===== config.mk =====
export PLATFORM = sky130hd
export DESIGN_NAME = dmem_arbiter
export DESIGN_NICKNAME = d
export VERILOG_FILES = /design/src/rtl/dmem_arbiter.sv
export SDC_FILE = /design/constraint.sdc
export NUM_CORES = 1
export LEC_CHECK = 0
export ABC_AREA = 1
export CORE_ASPECT_RATIO = 2
export CORE_UTILIZATION = 41
export CTS_CLUSTER_DIAMETER = 100
export DETAILED_ROUTE_END_ITERATION = 8
export PLACE_DENSITY = 0.83
export SYNTH_ARGS = -nofsm -noshare
export SYNTH_HDL_FRONTEND = slang
export SYNTH_SLANG_ARGS = --single-unit

===== constraint.sdc =====
create_clock -name clk -period 3.86 [get_ports clk]
set_clock_uncertainty 0.1 [all_clocks]
set_input_delay 0.386 -clock clk [delete_from_list [all_inputs] [get_ports clk]]
set_output_delay 0.386 -clock clk [all_outputs]
set_load 0.01 [all_outputs]

===== src/rtl/dmem_arbiter.sv =====
// Two-requester arbiter and access sequencer for the byte-addressed data memory.
// Optional round-robin arbitration is enabled by defining DMEM_ARB_RR_EN; the default build uses fixed priority (C wins).
module dmem_arbiter #(
  parameter int unsigned MEM_BYTES = 4096
) (
  input  logic        clk,
  input  logic        reset,
  input  logic        c_req,
  input  logic        c_we,
  input  logic [2:0]  c_funct3,
  input  logic [31:0] c_addr,
  input  logic [31:0] c_wdata,
  output logic        c_gnt,
  output logic        c_rvalid,
  output logic [31:0] c_rdata,
  output logic        c_err,
  input  logic        d_req,
  input  logic        d_we,
  input  logic [2:0]  d_funct3,
  input  logic [31:0] d_addr,
  input  logic [31:0] d_wdata,
  output logic        d_gnt,
  output logic        d_rvalid,
  output logic [31:0] d_rdata,
  output logic        d_err,
  output logic [31:0] m_address,
  output logic [31:0] m_writeData,
  output logic [2:0]  m_funct3,
  output logic        m_MemWrite,
  output logic        m_MemRead,
  input  logic [31:0] m_readData
);

  typedef enum logic [1:0] {IDLE, ACCESS, RESP} state_t;

  state_t      state, state_nx;
  logic        owner_d;  // 0 = requester C, 1 = requester D
  logic        cmd_we;
  logic [2:0]  cmd_funct3;
  logic [31:0] cmd_addr;
  logic [31:0] cmd_wdata;
  logic [31:0] rdata_q;
  logic        err_q;
  logic        pick_d;
  logic        fault;
  logic [2:0]  size;
  logic [32:0] end_addr;

`ifdef DMEM_ARB_RR_EN
  logic rr_d;  // preferred requester on a collision: 0 = C, 1 = D
  assign pick_d = d_req & (~c_req | rr_d);
`else
  assign pick_d = d_req & ~c_req;
`endif

  // The memory port always mirrors the latched command, so it holds its last value outside ACCESS.
  assign m_address   = cmd_addr;
  assign m_writeData = cmd_wdata;
  assign m_funct3    = cmd_funct3;

  always_comb begin
    unique case (cmd_funct3[1:0])
      2'd0:    size = 3'd1;
      2'd1:    size = 3'd2;
      default: size = 3'd4;
    endcase
    // 33-bit sum so addresses near 2^32 cannot wrap back into range.
    end_addr = {1'b0, cmd_addr} + {30'd0, size};
    fault = (cmd_funct3 == 3'd3) || (cmd_funct3[2:1] == 2'b11)
         || (cmd_we && cmd_funct3[2])
         || ((cmd_funct3[1:0] == 2'd1) && cmd_addr[0])
         || ((cmd_funct3 == 3'd2) && (cmd_addr[1:0] != 2'd0))
         || (end_addr > 33'(MEM_BYTES));
  end

  // NOTE: every output of this block is given a default before the case so no latch is inferred.
  always_comb begin
    state_nx   = state;
    c_gnt      = 1'b0;
    d_gnt      = 1'b0;
    c_rvalid   = 1'b0;
    d_rvalid   = 1'b0;
    c_rdata    = '0;
    d_rdata    = '0;
    c_err      = 1'b0;
    d_err      = 1'b0;
    m_MemWrite = 1'b0;
    m_MemRead  = 1'b0;
    unique case (state)
      IDLE: begin
        if (c_req || d_req) state_nx = ACCESS;
      end
      ACCESS: begin
        state_nx   = RESP;
        c_gnt      = ~owner_d;
        d_gnt      = owner_d;
        m_MemWrite = ~fault & cmd_we;
        m_MemRead  = ~fault & ~cmd_we;
      end
      RESP: begin
        state_nx = IDLE;
        if (owner_d) begin
          d_rvalid = 1'b1;
          d_rdata  = rdata_q;
          d_err    = err_q;
        end else begin
          c_rvalid = 1'b1;
          c_rdata  = rdata_q;
          c_err    = err_q;
        end
      end
      default: state_nx = IDLE;
    endcase
  end

  // NOTE: state is updated with non-blocking assignments so every register samples pre-edge values.
  always_ff @(posedge clk or posedge reset) begin
    if (reset) begin
      state      <= IDLE;
      owner_d    <= 1'b0;
      cmd_we     <= 1'b0;
      cmd_funct3 <= '0;
      cmd_addr   <= '0;
      cmd_wdata  <= '0;
      rdata_q    <= '0;
      err_q      <= 1'b0;
`ifdef DMEM_ARB_RR_EN
      rr_d       <= 1'b0;
`endif
    end else begin
      state <= state_nx;
      if ((state == IDLE) && (c_req || d_req)) begin
        owner_d    <= pick_d;
        cmd_we     <= pick_d ? d_we     : c_we;
        cmd_funct3 <= pick_d ? d_funct3 : c_funct3;
        cmd_addr   <= pick_d ? d_addr   : c_addr;
        cmd_wdata  <= pick_d ? d_wdata  : c_wdata;
`ifdef DMEM_ARB_RR_EN
        rr_d       <= ~pick_d;
`endif
      end
      if (state == ACCESS) begin
        err_q   <= fault;
        rdata_q <= (~cmd_we & ~fault) ? m_readData : 32'd0;
      end
    end
  end

endmodule


## After elaboration in Yosys (flattened, before gate mapping)

Index checks and enable logic that the tools add are counted.

- Logic and storage cells: 61
- Output and inout port bits: 139
- Register bits: 104
- Bits of input ports: 172

- $add $sub $neg: 1
- Order comparisons: 1
- Muxes and demuxes: 24
- Equal/unequal tests: 7
- Reductions and logical operators: 13
- Bitwise gates (word level): 7

Operators by type and width:

| kind | number |
|---|---|
| $mux W32 | 7 |
| $add A32 B3 Y33 | 1 |
| $gt A33 B13 Y1 const B | 1 |
| $mux W1 | 13 |
| $eq A3 B2 Y1 const B | 2 |
| $logic_or A1 B1 Y1 | 6 |
| $pmux W3 S2 | 1 |
| $eq A2 B1 Y1 const B | 2 |
| $eq A2 B2 Y1 const B | 2 |
| $logic_and A1 B1 Y1 | 4 |
| $logic_not A2 Y1 | 2 |
| $not A1 Y1 | 4 |
| $pmux W2 S2 | 1 |
| $and A1 B1 Y1 | 3 |
| $mux W3 | 1 |
| $mux W2 | 1 |
| $ne A2 B2 Y1 const B | 1 |
| $reduce_bool A2 Y1 | 1 |

## Depth between registers and ports, before layout

- Word-level depth: 9
- Mapped depth: 17
- Gate-level depth less buffers: 17

## Least setup slack after synthesis

No wires, ideal clock.

- Path kind: reg-to-output
- Start point: reg cmd_funct3[1], in the netlist m_funct3[1]
- End point: out m_MemRead
- Slack: 1.004 ns
- Cell stages (with the launch flop): 17
- Arrival time: 2.370 ns
- Cells stage by stage: dfrtp_1 nor2_1 ha_1 fa_1 nand3_1 nand2_1 nand2_1 nor2_1 nand2_1 nand2_1 nand2_1 nand2_1 nor2_1 nand4_1 nor2_4 nand2_1 nor3_1

- Longest elaborated chain between the ends: 9
- Elaborated cells between the ends (all ways): 18

Ends and longest elaborated chain:

| element | line | text |
|---|---|---|
| from (decl) | 39 | `logic [2:0] cmd_funct3;` |
| from (signal assigned) | 135 | `cmd_funct3 <= pick_d ? d_funct3 : c_funct3;` |
| parallel branches: the longest is 5 deep, another holds $add A32 B3 Y33 | -- |  |
| $logic_or A1 B1 Y1 * | 73 | `\|\| (end_addr > 33'(MEM_BYTES));` |
| $not A1 Y1 * | 98 | `m_MemRead = ~fault & ~cmd_we;` |
| $and A1 B1 Y1 * | 98 |  |
| $mux W1 * | 89 | `unique case (state)` |
| to (decl) | 30 | `output logic m_MemRead,` |

Every way passes the cells marked *.

## Final worst setup path

Same ends and word-level chain as after synthesis.

==> results_dict.tcl <==
set metrics [dict create \
    clockRootBuffer "clkbuf_16" \
    cap_violations 0 \
    finalNetCount 1373 \
    power.internal_uw 3310 \
    share_comb_of_total_power_pct 52.1 \
    seq_power_share_pct 32.1 \
    rsz0062_at_grt "no" \
    clock_sinks 104 \
    post-cts-setup-buffers 0 \
    powerDensity_nw_per_um2 605 \
    dominantRegCellSynth "dfrtp_1" \
    ys_types 27 \
    cp_data_arrival_time_ns 3.01 \
    die_h_um 176 \
    grt_pass1_wl_mm 38.1 \
    outcome "finished clean" \
    ir_drop_uv 372 \
    drt_first_iter_violations 298 \
    first_pass_iters 6 \
    place_inst 1381 \
    cts.clk_slew.worst_paths_ns 0.07 \
    crit_top_cell "nand2_1" \
    stdcell_count 1402 \
    clock_path_buffers 2 \
    path_buf_inv 1 \
    crit_path_cell_trace "nor2_1 > ha_2 > fa_1 > nand3_1 > nand2_1 > nand2_2 > nor2_2 > nand2_1 > nand2_1 > nand2_1 > nor2_1 > nand4_1 > nor2_4 > nand2_1 > nor3_1 > dlymetal6s2s_1" \
    clock.fmax_mhz 286 \
    final_hold_viol_count 0 \
    timing.final.crit_period_ns 3.50 \
    rows 63 \
    drtAntennaViolNets 0 \
    area_growth_pct 57.1 \
    cellLeakagePower_uw 0.00420 \
    n_fill_cell 1276 \
    endpoint_kind "output port" \
    gp_congestion 0.947 \
    seqCellArea_um2 2600 \
    max_slew_margin_pct 33.4 \
    async_flop_share_pct 100 \
    pre_cts_slack_ns 0.340 \
    ys_warn_count 0 \
    viasPerCell 5.18 \
    cp_slowest_cell "dfrtp_1" \
    setup_tns_ns 0 \
    cts_max_level 3 \
    cpPeakStageDelay_ns 0.42 \
    grt.overflow.total 0 \
    cts_buffers 9 \
    syn_area_per_cell_um2 6.79 \
    drc 0 \
    post-route-period-util_pct 90.7 \
    wl_mm 25.3 \
    boundaryPins 311 \
    cts_tree "done" \
    grt_start_max_net_pins 69 \
    worstSetupPathType "register to output port" \
    cp_max_fo 5 \
    antenna_found_initial 4 \
    utilization_pct 65.8 \
    yosysTopAreaCell "dfrtp_1" \
    track_usage_pct 32.8 \
    die_w_um 89.0 \
    setup_viol 0 \
    ys_seq_area_share_pct 42.0 \
    wl_per_cell_um 18.0 \
    initial_utilization_pct 41.9 \
    clkPwrFrac_pct 15.8 \
    layout-drive-gt1-share_pct 4.33 \
    slew_viol_final 0 \
    portBuffers 310 \
    max_slew.worst_pin.slew_ns 0.998 \
    finalWorstSetupSlack_ns 0.360 \
    synth_nets 1090 \
    post-synth-top-count-cell "nand2_1" \
    multi_input_area_um2 3020 \
    yosysTopAreaCellShare_pct 42.0 \
    clock_latency_ns 0.36 \
    path_delay_family "simple AND/OR/NAND/NOR gates" \
    synthTopCellsByCount "nand2_1, nor2_1, dfrtp_1" \
    grt_pass1_vias 7221 \
    syn-cell-area_um2 6200 \
    net-switching-power_uw 2590 \
    synth_edf_count 0 \
    dieArea_um2 15700 \
    ys_ff_latch 104 \
    core-area_um2 14800 \
    post-dp-hpwl_mm 19.7 \
    num_vias 7269 \
    hold_buffers 0 \
    hold_path_class "register to register" \
    synthCells 914 \
    critPathLaunchType "register" \
    synth_area_leaders "dfrtp_1, nand2_1, nor2_1" \
    required_ns 3.37 \
    switching_share_pct 43.9 \
]
==> sequential cells by signal (all words and copies together) (netlist names) <==
register	cells
cmd_we	1
err_q	1
m_address	32
m_funct3	3
m_writeData	32
owner_d	1
rdata_q	32
state	2
==> power groups by stage <==
stage	combinational, uW	clock, uW	sequential (uW)
floorplan	1470	0	1940
global placement	3020	0	1890
detailed placement	3060	0	1890
CTS	3070	944	1890
global route	3350	980	1930
finish	3080	931	1890
==> path summary, 6_finish.rpt <==
kind / slack [ns] / startpoint / to / cells after the start
setup reg to reg: 0.93 / m_funct3[1]$_DFFE_PP0P_ / rdata_q[4]$_DFFE_PP0N_ / 16
setup / recovery: 0.36 / m_funct3[1]$_DFFE_PP0P_ / m_MemRead / 16
max in group asynchronous: 2.53 / reset / rdata_q[28]$_DFFE_PP0N_ / 3
min in group asynchronous: 0.39 / reset / rdata_q[29]$_DFFE_PP0N_ / 2
hold reg to reg: 0.38 / rdata_q[26]$_DFFE_PP0N_ / rdata_q[26]$_DFFE_PP0N_ / 2
hold / removal: 0.38 / rdata_q[26]$_DFFE_PP0N_ / rdata_q[26]$_DFFE_PP0N_ / 2
==> per-stage QoR <==
stage | hold WS, ns | total power [uW] | cell area, um2
global route | 0.401 | 6260 | 9740
floorplan | 0.348 | 3410 | 6200
detailed placement | 0.365 | 4950 | 9440
CTS | 0.384 | 5900 | 9730
finish | 0.382 | 5900 | 9750
global placement | 0.362 | 4900 | 9440
==> cell families (layout without fill, tap and decap cells) <==
logic type	Yosys count	count (layout)	synth area share (%)
buf+inv	145	433	9.56
xor+xnor	3	3	0.424
other cells	0	5	0
simple gates	508	508	34.3
compound gates	150	150	12.8
fa+ha+maj	4	4	0.928
flops	104	104	42.0
==> tightest hold or removal path, stage by stage, from the launching register on <==
cell	delay (ns)
dfrtp_1	0.34
nand2_1	0.05
nand2_1	0.05
==> cell usage in the layout (no fill, tap or decap), drive strengths merged <==
| cell | count |
|---|---|
| o22ai | 33 |
| clkbuf | 11 |
| fa | 1 |
| o21bai | 1 |
| a21oi | 73 |
| nand3 | 29 |
| bufinv | 1 |
| ha | 3 |
| diode | 5 |
| nand2 | 231 |
| dlymetal6s2s | 2 |
| nor3 | 8 |
| inv | 98 |
| xor2 | 3 |
| nand4 | 36 |
| clkinv | 3 |
| nor2 | 203 |
| nand3b | 1 |
| dfrtp | 104 |
| o21ai | 43 |
| buf | 10 |
| clkdlybuf4s50 | 308 |
==> final cells by class <==
type                    instances  area share [%]
inverters                      97            3.76
well taps                     195            2.50
multi-input cells             665            31.0
diodes                          5           0.128
repair buffers                320            32.9
flip-flops and latches        104            26.7
clock inverters                 5           0.578
clock buffers                  11            2.39
==> per-layer routing <==
layer | part of all wire (%) | global-route usage (%) | up-vias
li1 | - | - | 3495
met1 | 32 | 30.4 | 3351
met2 | 54 | 58.9 | 336
met3 | 7.8 | 9.16 | 87
met4 | 6.5 | 23.9 | 0
met5 | 0 | 0 | -
==> timing repair <==
item                                    CTS  global route
cloned                                    0             0
endpoints found under the setup margin    2             2
resized for setup                         1             2
Power figures use the tool's default switching activity.
